--- config.mk ---
export PLATFORM = sky130hd
export DESIGN_NAME = des_round_f_pipe
export DESIGN_NICKNAME = d
export VERILOG_FILES = /design/src/rtl/des_round_f_pipe.sv
export SDC_FILE = /design/constraint.sdc
export NUM_CORES = 1
export LEC_CHECK = 0
export ABC_AREA = 1
export CORE_ASPECT_RATIO = 0.7
export CORE_MARGIN = 2
export CORE_UTILIZATION = 54
export DETAILED_ROUTE_END_ITERATION = 10
export PLACE_DENSITY = 0.88
export SYNTH_ARGS = -nofsm -noshare
export SYNTH_HDL_FRONTEND = slang
export SYNTH_SLANG_ARGS = --single-unit
--- constraint.sdc ---
create_clock -name clk -period 3 [get_ports clk]
set_input_delay 0.45 -clock clk [delete_from_list [all_inputs] [get_ports clk]]
set_output_delay 0.45 -clock clk [all_outputs]
set_load 0.01 [all_outputs]
--- src/rtl/des_round_f_pipe.sv ---
// des_round_f_pipe
//   Pipelined DES round function f(R,K) = P(S(E(R) xor K)).
//   Stage 1 registers E(R) xor K together with the sideband tag.
//   Stage 2 runs the eight S-boxes and P, then registers the result and tag.
//   Valid/ready on both sides; in_ready depends only on state and out_ready.
//
// Ports:
//   clk        rising-edge clock
//   rst_n      asynchronous active-low reset
//   in_valid   input operation present
//   in_ready   block can accept input this cycle
//   in_r       right half R   (bit 31 = DES bit 1)
//   in_k       round subkey   (bit 47 = DES bit 1)
//   in_tag     opaque tag, returned unchanged with the result
//   out_valid  result present
//   out_ready  downstream accepts result
//   out_f      f(R,K)         (bit 31 = DES bit 1)
//   out_tag    tag belonging to out_f
module des_round_f_pipe #(
    parameter int TAG_W = 4
) (
    input  logic             clk,
    input  logic             rst_n,
    input  logic             in_valid,
    output logic             in_ready,
    input  logic [31:0]      in_r,
    input  logic [47:0]      in_k,
    input  logic [TAG_W-1:0] in_tag,
    output logic             out_valid,
    input  logic             out_ready,
    output logic [31:0]      out_f,
    output logic [TAG_W-1:0] out_tag
);

    // E and P in DES bit numbering (1 = MSB); DES bit n sits at vector bit W-n.
    localparam int E_TAB [48] = '{
        32,  1,  2,  3,  4,  5,   4,  5,  6,  7,  8,  9,
         8,  9, 10, 11, 12, 13,  12, 13, 14, 15, 16, 17,
        16, 17, 18, 19, 20, 21,  20, 21, 22, 23, 24, 25,
        24, 25, 26, 27, 28, 29,  28, 29, 30, 31, 32,  1
    };

    localparam int P_TAB [32] = '{
        16,  7, 20, 21, 29, 12, 28, 17,
         1, 15, 23, 26,  5, 18, 31, 10,
         2,  8, 24, 14, 32, 27,  3,  9,
        19, 13, 30,  6, 22, 11,  4, 25
    };

    // Contents of sbox1..sbox8. Each entry is 64 nibbles, entry
    // (row*16 + col) stored MSB-first, so entry 0 is bits [255:252].
    localparam logic [255:0] SBOX [8] = '{
        256'hE4D12FB83A6C5907_0F74E2D1A6CB9538_41E8D62BFC973A50_FC8249175B3EA06D,
        256'hF18E6B34972DC05A_3D47F28EC01A69B5_0E7BA4D158C6932F_D8A13F42B67C05E9,
        256'hA09E63F51DC7B428_D709346A285ECBF1_D6498F30B12C5AE7_1AD069874FE3B52C,
        256'h7DE3069A1285BC4F_D8B56F03472C1AE9_A690CB7DF13E5284_3F06A1D8945BC72E,
        256'h2C417AB6853FD0E9_EB2C47D150FA3986_421BAD78F9C5630E_B8C71E2D6F09A453,
        256'hC1AF92680D34E75B_AF427C9561DE0B38_9EF528C3704A1DB6_432C95FABE17608D,
        256'h4B2EF08D3C975A61_D0B7491AE35C2F86_14BDC37EAF680592_6BD814A7950FE23C,
        256'hD2846FB1A93E50C7_1FD8A374C56B0E92_7B419CE206ADF358_21E74A8DFC90356B
    };

    // Row is {b5,b0}, column is b4:1; {row,col} forms the entry index.
    function automatic logic [3:0] sbox_lookup(input int n, input logic [5:0] x);
        logic [5:0]   idx;
        logic [255:0] sh;
        idx = {x[5], x[0], x[4:1]};
        sh  = SBOX[n] << {idx, 2'b00};
        return sh[255:252];
    endfunction

    logic             v1, v2;
    logic [47:0]      x1;
    logic [TAG_W-1:0] tag1;
    logic             adv2, in_fire;
    logic [47:0]      e_r;
    logic [31:0]      s_cat, p_s;

    assign adv2      = v1 & (~v2 | out_ready);
    assign in_ready  = ~v1 | adv2;
    assign in_fire   = in_valid & in_ready;
    assign out_valid = v2;

    always_comb begin
        e_r = '0;
        for (int i = 0; i < 48; i++) begin
            e_r[47-i] = in_r[32-E_TAB[i]];
        end
    end

    always_comb begin
        s_cat = '0;
        p_s   = '0;
        for (int j = 0; j < 8; j++) begin
            s_cat[31-4*j -: 4] = sbox_lookup(j, x1[47-6*j -: 6]);
        end
        for (int i = 0; i < 32; i++) begin
            p_s[31-i] = s_cat[32-P_TAB[i]];
        end
    end

    always_ff @(posedge clk or negedge rst_n) begin
        if (!rst_n) begin
            v1   <= 1'b0;
            x1   <= '0;
            tag1 <= '0;
        end else if (in_fire) begin
            v1   <= 1'b1;
            x1   <= e_r ^ in_k;
            tag1 <= in_tag;
        end else if (adv2) begin
            v1   <= 1'b0;
        end
    end

    // Output registers only move on advance, so they hold through stalls
    // and keep the last result after it has been consumed.
    always_ff @(posedge clk or negedge rst_n) begin
        if (!rst_n) begin
            v2      <= 1'b0;
            out_f   <= '0;
            out_tag <= '0;
        end else if (adv2) begin
            v2      <= 1'b1;
            out_f   <= p_s;
            out_tag <= tag1;
        end else if (out_ready) begin
            v2      <= 1'b0;
        end
    end

endmodule

==> summary.txt, run 1 <==
Outcome
  • Status: complete, no violations

Power and ir drop
  • Worst vdd ir: 0.367 mV
  • Combinational fraction of design power: 47.8%
  • Power density cells: 673 nW/um^2
  • Net Sw Frac: 42.9%
  • Switch Pwr: 2760 uW
  • Leak: 0.00463 uW
  • Clk pwr share: 19.5%
  • Int Pwr: 3670 uW
  • Reg power frac: 32.7%

Logic synthesis
  • Post-synth EDFFs: 0
  • Mean Syn Cell Area: 6.58 um^2
  • Post-Synthesis Cells: 1217
  • Ys async rst share: 100%
  • Syn nets: 1368
  • FF+latch count, synth: 90
  • Top_reg_cell synth: dfrtp_1
  • Post-Syn Area: 8010 um^2
  • Synth cell types: 29
  • Sequential share of the synthesized area: 28.1%
  • Syn. warnings: 0

STA
  • Clock period minus final worst setup slack: 2.06 ns
  • Final Hold Vio Count: 0
  • Setup Skew: 0.00976 ns
  • Fmax: 0.487 GHz
  • Fin Setup TNS: 0 ns
  • Final slew viol count: 0
  • Worst-Margin Slew: 0.915 ns
  • Slew HR: 39.0%
  • Tcrit/Tclk final: 68.5%
  • Setup violations, final: 0
  • RSZ-0062 raised after global routing: false

Clocking
  • Reg clk slew, reported paths: 0.07 ns
  • Post-cts sizing count: 0
  • Setup Fix Bufs, Post-CTS: 0
  • CTS root buf: clkbuf_16
  • Clk buf depth: 2
  • CTS tree: done
  • Clk sink count: 90
  • CTS buffer count: 9
  • Clock Latency Late Sink: 0.35 ns
  • CTS Hold Bufs: 0
  • CTS H-tree depth: 3

Worst setup path
  • Slowest cell on the critical path: clkdlybuf4s50_1
  • Crit path required time: 2.55 ns
  • Worst r2r src: x1[38]
  • Cell mode on critical path: clkdlybuf4s50_1
  • CP endpoint kind: output port
  • Worst Path Max Fanout: 3
  • CP arrival: 1.61 ns
  • R2r setup slk: 0.96 ns
  • Slowest stage delay, CP: 0.55 ns
  • Crit path launch type: input pin
  • FF-to-FF End: out_f[19]
  • R2R depth: 11
  • CP cell instances: clkdlybuf4s50_1 > inv_1 > nand3_1 > clkdlybuf4s50_1
  • Setup CP Type: input pin to output port

GRT
  • Grt ovf: 0
  • Initial antenna violation count: 0
  • Vias in the first global route: 7502
  • Met3 Usage GRT: 4.68%
  • Gr busiest metal: met2
  • Global-route usage over all layers: 26.2%
  • Routing usage on met1: 37.3%
  • Met2 usage: 41.5%
  • Largest net degree at the start of global routing: 71
  • First-pass GRT wire length: 34.5 mm

Place
  • HPWL after DPL: 14.7 mm
  • Placed cell area: 9210 um^2
  • GP Congestion: 0.988
  • PortBufs: 125

Finish
  • Final instance area: 9540 um^2
  • Fillers: 1301
  • Final core occ: 65.4%
  • Syn-to-layout area delta: 19.1%
  • Ant. Diodes: 0
  • Layout cells sized above 1: 3.75%
  • Nets: 1454

Route
  • Vias per cell: 5.53
  • Drc violations: 0
  • Antenna-violating nets left: 0
  • WL final: 20.1 mm
  • Vias: 8309
  • Wire per inst: 13.4 um
  • DRT Pass-1 Iters: 5
  • Initial DRC Count: 741

Floorplan
  • Die Ht: 106 um
  • Die extent in x: 150 um
  • Initial core utilization: 54.9%
  • Std-Cell Rows: 37
  • Die area: 15800 um^2
  • CORE AREA: 14600 um^2
  • I/O pin total: 126

Flow run
  • Max Cap Viol: 0

Min path
  • Min-delay worst type: input pin to async pin
## synth_stat cells (12+ instances only)
| cell type | n | area share [%] |
|---|---|---|
| nand2_1 | 444 | 21 |
| nand3_1 | 213 | 13 |
| o21ai_0 | 115 | 7.2 |
| dfrtp_1 | 90 | 28 |
| inv_1 | 70 | 3.3 |
| ha_1 | 63 | 9.8 |
| xnor2_1 | 48 | 5.3 |
| nor2_1 | 40 | 1.9 |
| buf_2 | 28 | 1.8 |
| a21oi_1 | 22 | 1.4 |
| buf_4 | 16 | 1.5 |
| o211ai_1 | 16 | 1.5 |
| inv_2 | 12 | 0.56 |
## sequential cells by signal (all words and copies together), names as in the netlist
| name | cells |
|---|---|
| x1 | 48 |
| out_f | 32 |
| out_tag | 4 |
| tag1 | 4 |
| out_valid | 1 |
| v1 | 1 |
## per-stage QoR
step / std cells / hold slack, ns / worst slack, ns / power (uW)
after floorplan: 1217 / 0.154 / 1.28 / 4070
after global placement: 1487 / 0.466 / 0.941 / 5080
after detailed placement: 1487 / 0.469 / 0.941 / 5130
after CTS: 1503 / 0.277 / 0.942 / 6410
after global routing: 1503 / 0.316 / 0.777 / 6960
final: 1503 / 0.217 / 0.945 / 6420
## power by group through the flow
stage	sequential (uW)	combinational [uW]	clock [uW]
finish	2100	3070	1250
global route	2160	3490	1310
CTS	2090	3060	1270
detailed placement	2090	3040	0
global placement	2110	2970	0
floorplan	1940	2130	0
## cell usage in the layout (no fill, tap or decap), drive strengths merged, types with 2 or more instances in the layout
cell / count
a21oi: 26
buf: 8
bufinv: 2
clkbuf: 10
clkdlybuf4s50: 124
clkinv: 5
dfrtp: 90
ha: 63
inv: 82
nand2: 447
nand3: 215
nand3b: 3
nand4: 3
nor2: 42
nor3: 2
o211ai: 16
o21ai: 117
or2: 2
xnor2: 48
## per-layer routing
metal  up-vias  share of wire [%]
met5         -                  0
met4         0                1.5
met3        28                8.1
met2       374                 45
met1      3755                 45
li1       4152                  -
## layout make-up
| type | instances | area, um^2 | area share (%) |
|---|---|---|---|
| clock buffer | 10 | 239 | 2.51 |
| clock inverter | 6 | 90.1 | 0.944 |
| inverter | 84 | 315 | 3.31 |
| multi-input combinational | 986 | 5080 | 53.3 |
| sequential | 90 | 2250 | 23.6 |
| tap | 195 | 244 | 2.56 |
| timing repair buffer | 132 | 1310 | 13.8 |
## critical path: cells and delay by family
kind          cells  cell delay, ns
buf+inv           3            1.04
simple gates      1            0.11
## cells by family (layout without fill, tap and decap cells)
| logic type | after synthesis | after routing | synth area share, % |
|---|---|---|---|
| fa+ha+maj | 63 | 63 | 9.85 |
| compound gates | 160 | 160 | 10.8 |
| simple gates | 714 | 714 | 37.5 |
| flops | 90 | 90 | 28.1 |
| xor+xnor | 49 | 49 | 5.36 |
| buf+inv | 141 | 232 | 8.36 |
## worst max-delay path by stage
stage	to	from	cells after the start	slack, ns
3_5_place_dp	in_ready	out_ready	4	0.94
2_1_floorplan	out_f[11]	x1[1]	9	1.28
3_3_place_gp	in_ready	out_ready	4	0.94
4_1_cts	in_ready	out_ready	4	0.94
5_1_grt	out_f[9]	x1[44]	10	0.78
6_report	in_ready	out_ready	4	0.94
Note: power is estimated with default switching activity, not from simulation.
==> inputs of run 2 (changes only) <==
clock period = 2.1 ns   (was 3 ns; I/O delays follow)
==> summary.txt, run 2 (synthesis gave the netlist of run 1 again) <==
Finish
  • Commonest non-fill, non-tap cell in the layout: nand2_1
  • Top flop regs: x1 x48, out_f x32
  • Syn-to-layout area delta: 21.8%
  • Sequential Area: 2250 um^2
  • Ant. Diodes: 0
  • Fillers: 1288
  • Nets: 1478
  • Commonest non-fill, non-tap cells in the layout: nand2_1, nand3_1, clkdlybuf4s50_1
  • Multi-input logic area: 5080 um^2
  • Largest register by flop count: x1
  • Layout cells sized above 1: 5.33%
  • Largest register FFs: 48

Min path
  • Min-delay src: out_f[2]
  • Min-delay worst type: register to register
  • Min-Delay Path Depth: 2
  • WHS Endpoint: out_f[2]

Clocking
  • Clk sink count: 90
  • CTS root buf: clkbuf_16
  • CTS tree: done
  • CTS buffer count: 9
  • Setup Fix Bufs, Post-CTS: 0
  • CTS H-tree depth: 3
  • Clk buf depth: 2
  • Reg clk slew, reported paths: 0.07 ns
  • Clock Latency Late Sink: 0.34 ns

Floorplan
  • CORE AREA: 14600 um^2
  • Std-Cell Rows: 37
  • Die extent in x: 150 um
  • Initial core utilization: 54.9%
  • Die Ht: 106 um
  • I/O pin total: 126
  • Die area: 15800 um^2

Worst setup path
  • FF-to-FF End: out_f[0]
  • Slowest stage delay, CP: 0.58 ns
  • Crit path required time: 1.78 ns
  • Setup CP Type: input pin to output port
  • R2r setup slk: 0.28 ns
  • R2R depth: 10
  • Slowest cell on the critical path: clkdlybuf4s50_1
  • CP endpoint kind: output port
  • CP cell instances: clkdlybuf4s50_1 > inv_1 > nand3_1 > clkdlybuf4s50_1
  • Worst Path Max Fanout: 3
  • WP buf/inv: 3
  • CP arrival: 1.52 ns
  • Cell mode on critical path: clkdlybuf4s50_1
  • Worst r2r src: x1[8]
  • Crit path max-delay family: buffers and inverters
  • Crit path launch type: input pin

GRT
  • Largest net degree at the start of global routing: 60
  • Initial antenna violation count: 0
  • Vias in the first global route: 7389
  • Grt ovf: 0
  • Global-route usage over all layers: 26.4%
  • First-pass GRT wire length: 34.5 mm

Place
  • Place WS: 0.265 ns
  • HPWL after DPL: 15.3 mm
  • PortBufs: 125
  • GP Congestion: 0.979

STA
  • Fmax: 0.545 GHz
  • Final slew viol count: 0
  • Worst-Margin Slew: 0.550 ns
  • Slew HR: 63.4%
  • Setup Skew: 0.00586 ns
  • Final worst slack: 0.264 ns
  • Setup violations, final: 0
  • Final Hold Vio Count: 0
  • Fin Setup TNS: 0 ns
  • Clock period minus final worst setup slack: 1.84 ns
  • Tcrit/Tclk final: 87.4%
  • RSZ-0062 raised after global routing: false

Power and ir drop
  • Power density cells: 953 nW/um^2
  • Leak: 0.00475 uW
  • Worst vdd ir: 0.527 mV

Outcome
  • Status: complete, no violations

Route
  • Wire per inst: 13.4 um
  • Antenna-violating nets left: 0
  • Drc violations: 0
  • Vias per cell: 5.49
  • Vias: 8376
  • Initial DRC Count: 724
  • WL final: 20.4 mm
  • DRT Pass-1 Iters: 5

Flow run
  • Max Cap Viol: 0
[run 2: worst min-delay path: stages (launching register included)]
cell and delay, ns:
dfrtp_1 0.34, nand2_1 0.05, nand2_1 0.05
[run 2: how the worst max path moves through the flow]
stage                         start         to  depth (start not counted)
after global placement    out_ready   in_ready                          4
after detailed placement  out_ready   in_ready                          4
after global routing          x1[8]  out_f[20]                         10
final                     out_ready   in_ready                          4
after floorplan               x1[1]  out_f[11]                          9
after CTS                 out_ready   in_ready                          4
[run 2: cell type report]
class / instances / share of cell area [%]
Multi-Input combinational cell: 986 / 52.1
Sequential cell: 90 / 23.1
Timing Repair Buffer: 156 / 15.7
Inverter: 84 / 3.23
Tap cell: 195 / 2.50
Clock buffer: 10 / 2.35
Clock inverter: 6 / 0.937
[run 2: what timing repair did]
item | CTS | global route
endpoints found under the hold margin | 31 | 0
hold buffers | 1 | 0
setup endpoints to repair | 0 | 0
resized for setup | 0 | 0
[run 2: per-layer routing]
| layer | wire [um] | GRT usage [%] |
|---|---|---|
| met1 | 9130 | 37.9 |
| met2 | 9040 | 40.5 |
| met3 | 1880 | 5.32 |
| met4 | 359 | 7.35 |
| met5 | 0 | 0 |
[run 2: stage by stage]
stage	hold WS [ns]	area [um^2]	total power, uW	util [%]	cells
final	0.478	9750	9300	66.9	1527
after global routing	0.504	9750	10100	66.9	1527
after CTS	0.485	9750	9300	66.9	1527
after detailed placement	0.291	9420	7490	64.6	1510
after global placement	0.282	9420	7430	64.6	1510
after floorplan	0.0194	8010	5810	-	1217
[run 2: power breakdown]
group / leakage [uW] / switching (uW) / total, uW / internal [uW]
Sequential: 0.00110 / 623 / 2860 / 2230
Clock: 0.000145 / 706 / 1750 / 1050
Combinational: 0.00350 / 2640 / 4690 / 2050
==> inputs of run 3 (changes only) <==
MAX_ROUTING_LAYER = met4   (was default)
==> summary.txt, run 3 (synthesis gave the netlist of run 1 again) <==
Route
  • Drc violations: 0
  • Initial DRC Count: 682
  • Wire per inst: 13.6 um
  • DRT Pass-1 Iters: 5
  • Vias per cell: 5.48
  • Antenna-violating nets left: 0
  • WL final: 20.7 mm
  • Vias: 8340

Floorplan
  • CORE AREA: 14600 um^2
  • Std-Cell Rows: 37
  • I/O pin total: 126
  • Die extent in x: 150 um
  • Initial core utilization: 54.9%
  • Die Ht: 106 um
  • Die area: 15800 um^2

Clocking
  • Clock Latency Late Sink: 0.34 ns
  • Reg clk slew, reported paths: 0.07 ns
  • CTS buffer count: 9
  • Clk sink count: 90
  • CTS tree: done
  • CTS root buf: clkbuf_16
  • CTS H-tree depth: 3
  • Clk buf depth: 2

STA
  • Final Hold Vio Count: 0
  • Tcrit/Tclk final: 88.1%
  • Fmax: 0.541 GHz
  • Worst-Margin Slew: 0.596 ns
  • Final slew viol count: 0
  • RSZ-0062 raised after global routing: false
  • Slew HR: 60.3%
  • Fin Setup TNS: 0 ns
  • Clock period minus final worst setup slack: 1.85 ns
  • Setup violations, final: 0
  • Setup Skew: 0.00514 ns

Min path
  • Min-delay worst type: register to register
  • Min-delay src: out_f[19]

Place
  • PortBufs: 125
  • GP Congestion: 0.995
  • HPWL after DPL: 15.1 mm
  • Placed cell area: 9390 um^2

Finish
  • Top flop regs: x1 x48, out_f x32
  • Layout cells sized above 1: 5.05%
  • Fillers: 1262
  • Ant. Diodes: 0
  • Final instance area: 9770 um^2
  • Final core occ: 67.0%
  • Largest register by flop count: x1
  • Syn-to-layout area delta: 22.0%
  • Commonest non-fill, non-tap cells in the layout: nand2_1, nand3_1, clkdlybuf4s50_1
  • Commonest non-fill, non-tap cell in the layout: nand2_1
  • Nets: 1474
  • Largest register FFs: 48

Worst setup path
  • Setup CP Type: register to register
  • Worst r2r src: x1[8]
  • Worst Path Max Fanout: 8
  • Slowest cell on the critical path: dfrtp_1
  • CP cell instances: inv_1 > ha_1 > nor2_1 > nor2_1 > o21ai_0 > nand2_1 > nand2_1 > nand3_1 > nand3_1 > nand2_1
  • Crit path launch type: register
  • Slowest stage delay, CP: 0.47 ns
  • Crit path required time: 2.33 ns
  • WP buf/inv: 1
  • CP endpoint kind: register
  • Cell mode on critical path: nand2_1
  • CP arrival: 2.08 ns
  • Crit path max-delay family: simple AND/OR/NAND/NOR gates
  • Critical Path Source: x1[8]

Outcome
  • Status: complete, no violations

Flow run
  • Max Cap Viol: 0

GRT
  • First-pass GRT wire length: 35.6 mm
  • Initial antenna violation count: 0
  • Largest net degree at the start of global routing: 60
  • Grt ovf: 0
  • Vias in the first global route: 7505
  • Global-route usage over all layers: 27.9%

Power and ir drop
  • Worst vdd ir: 0.635 mV
  • Power density cells: 979 nW/um^2
  • Leak: 0.00476 uW
-- run 3: cell types whose count changed in the layout (fill, tap and decap cells not counted), sizes merged --
cell	previous run	this run
clkinvlp	3	0
bufinv	2	4
buf	31	27
clkbuf	10	11
-- run 3: metal layers --
layer	track usage, %	vias up	part of all wire (%)
met4	6.46	0	1.4
met3	4.03	26	8.0
li1	-	4189	-
met5	-	-	0
met1	40.3	3771	46
met2	41.5	354	44
-- run 3: worst paths after layout --
check	to	slack, ns	cells past startpoint
max	out_f[20]	0.25	10
min	out_f[19]	0.48	2
max reg2reg	out_f[20]	0.25	10
min reg2reg	out_f[19]	0.48	2
max in group asynchronous	out_f[5]	0.94	3
min in group asynchronous	x1[13]	0.51	2
-- run 3: repair_timing --
action                                 4_1_cts  5_1_grt
hold buffers                                 1        0
resized for setup                            0        0
endpoints found under the hold margin       41        0
setup buffers                                0        0
-- run 3: area by class of cell --
| type | count | area [um^2] | area share [%] |
|---|---|---|---|
| Clock buffer | 11 | 243 | 2.48 |
| Tap cell | 195 | 244 | 2.50 |
| Clock inverter | 5 | 125 | 1.28 |
| Sequential cell | 90 | 2250 | 23.1 |
| Inverter | 84 | 315 | 3.23 |
| Multi-Input combinational cell | 986 | 5080 | 52.1 |
| Timing Repair Buffer | 152 | 1500 | 15.4 |
-- run 3: power by group --
| part | internal, uW | switching, uW |
|---|---|---|
| combinational | 2040 | 2650 |
| clock | 1320 | 705 |
| sequential | 2230 | 626 |
-- run 3: worst reg2reg max path: stages, from the launching register on --
cell and delay (ns):
dfrtp_1 0.47, inv_1 0.16, ha_1 0.36, nor2_1 0.21
nor2_1 0.05, o21ai_0 0.11, nand2_1 0.09, nand2_1 0.09
nand3_1 0.07, nand3_1 0.07, nand2_1 0.06
-- run 3: stage by stage --
step	power (uW)	worst slack, ns	hold WS [ns]	instances
after floorplan	5810	0.383	0.0194	1217
after global placement	7410	0.310	0.345	1506
after detailed placement	7480	0.279	0.353	1506
after CTS	9560	0.276	0.483	1523
after global routing	10400	0.0829	0.498	1523
final	9560	0.251	0.478	1523
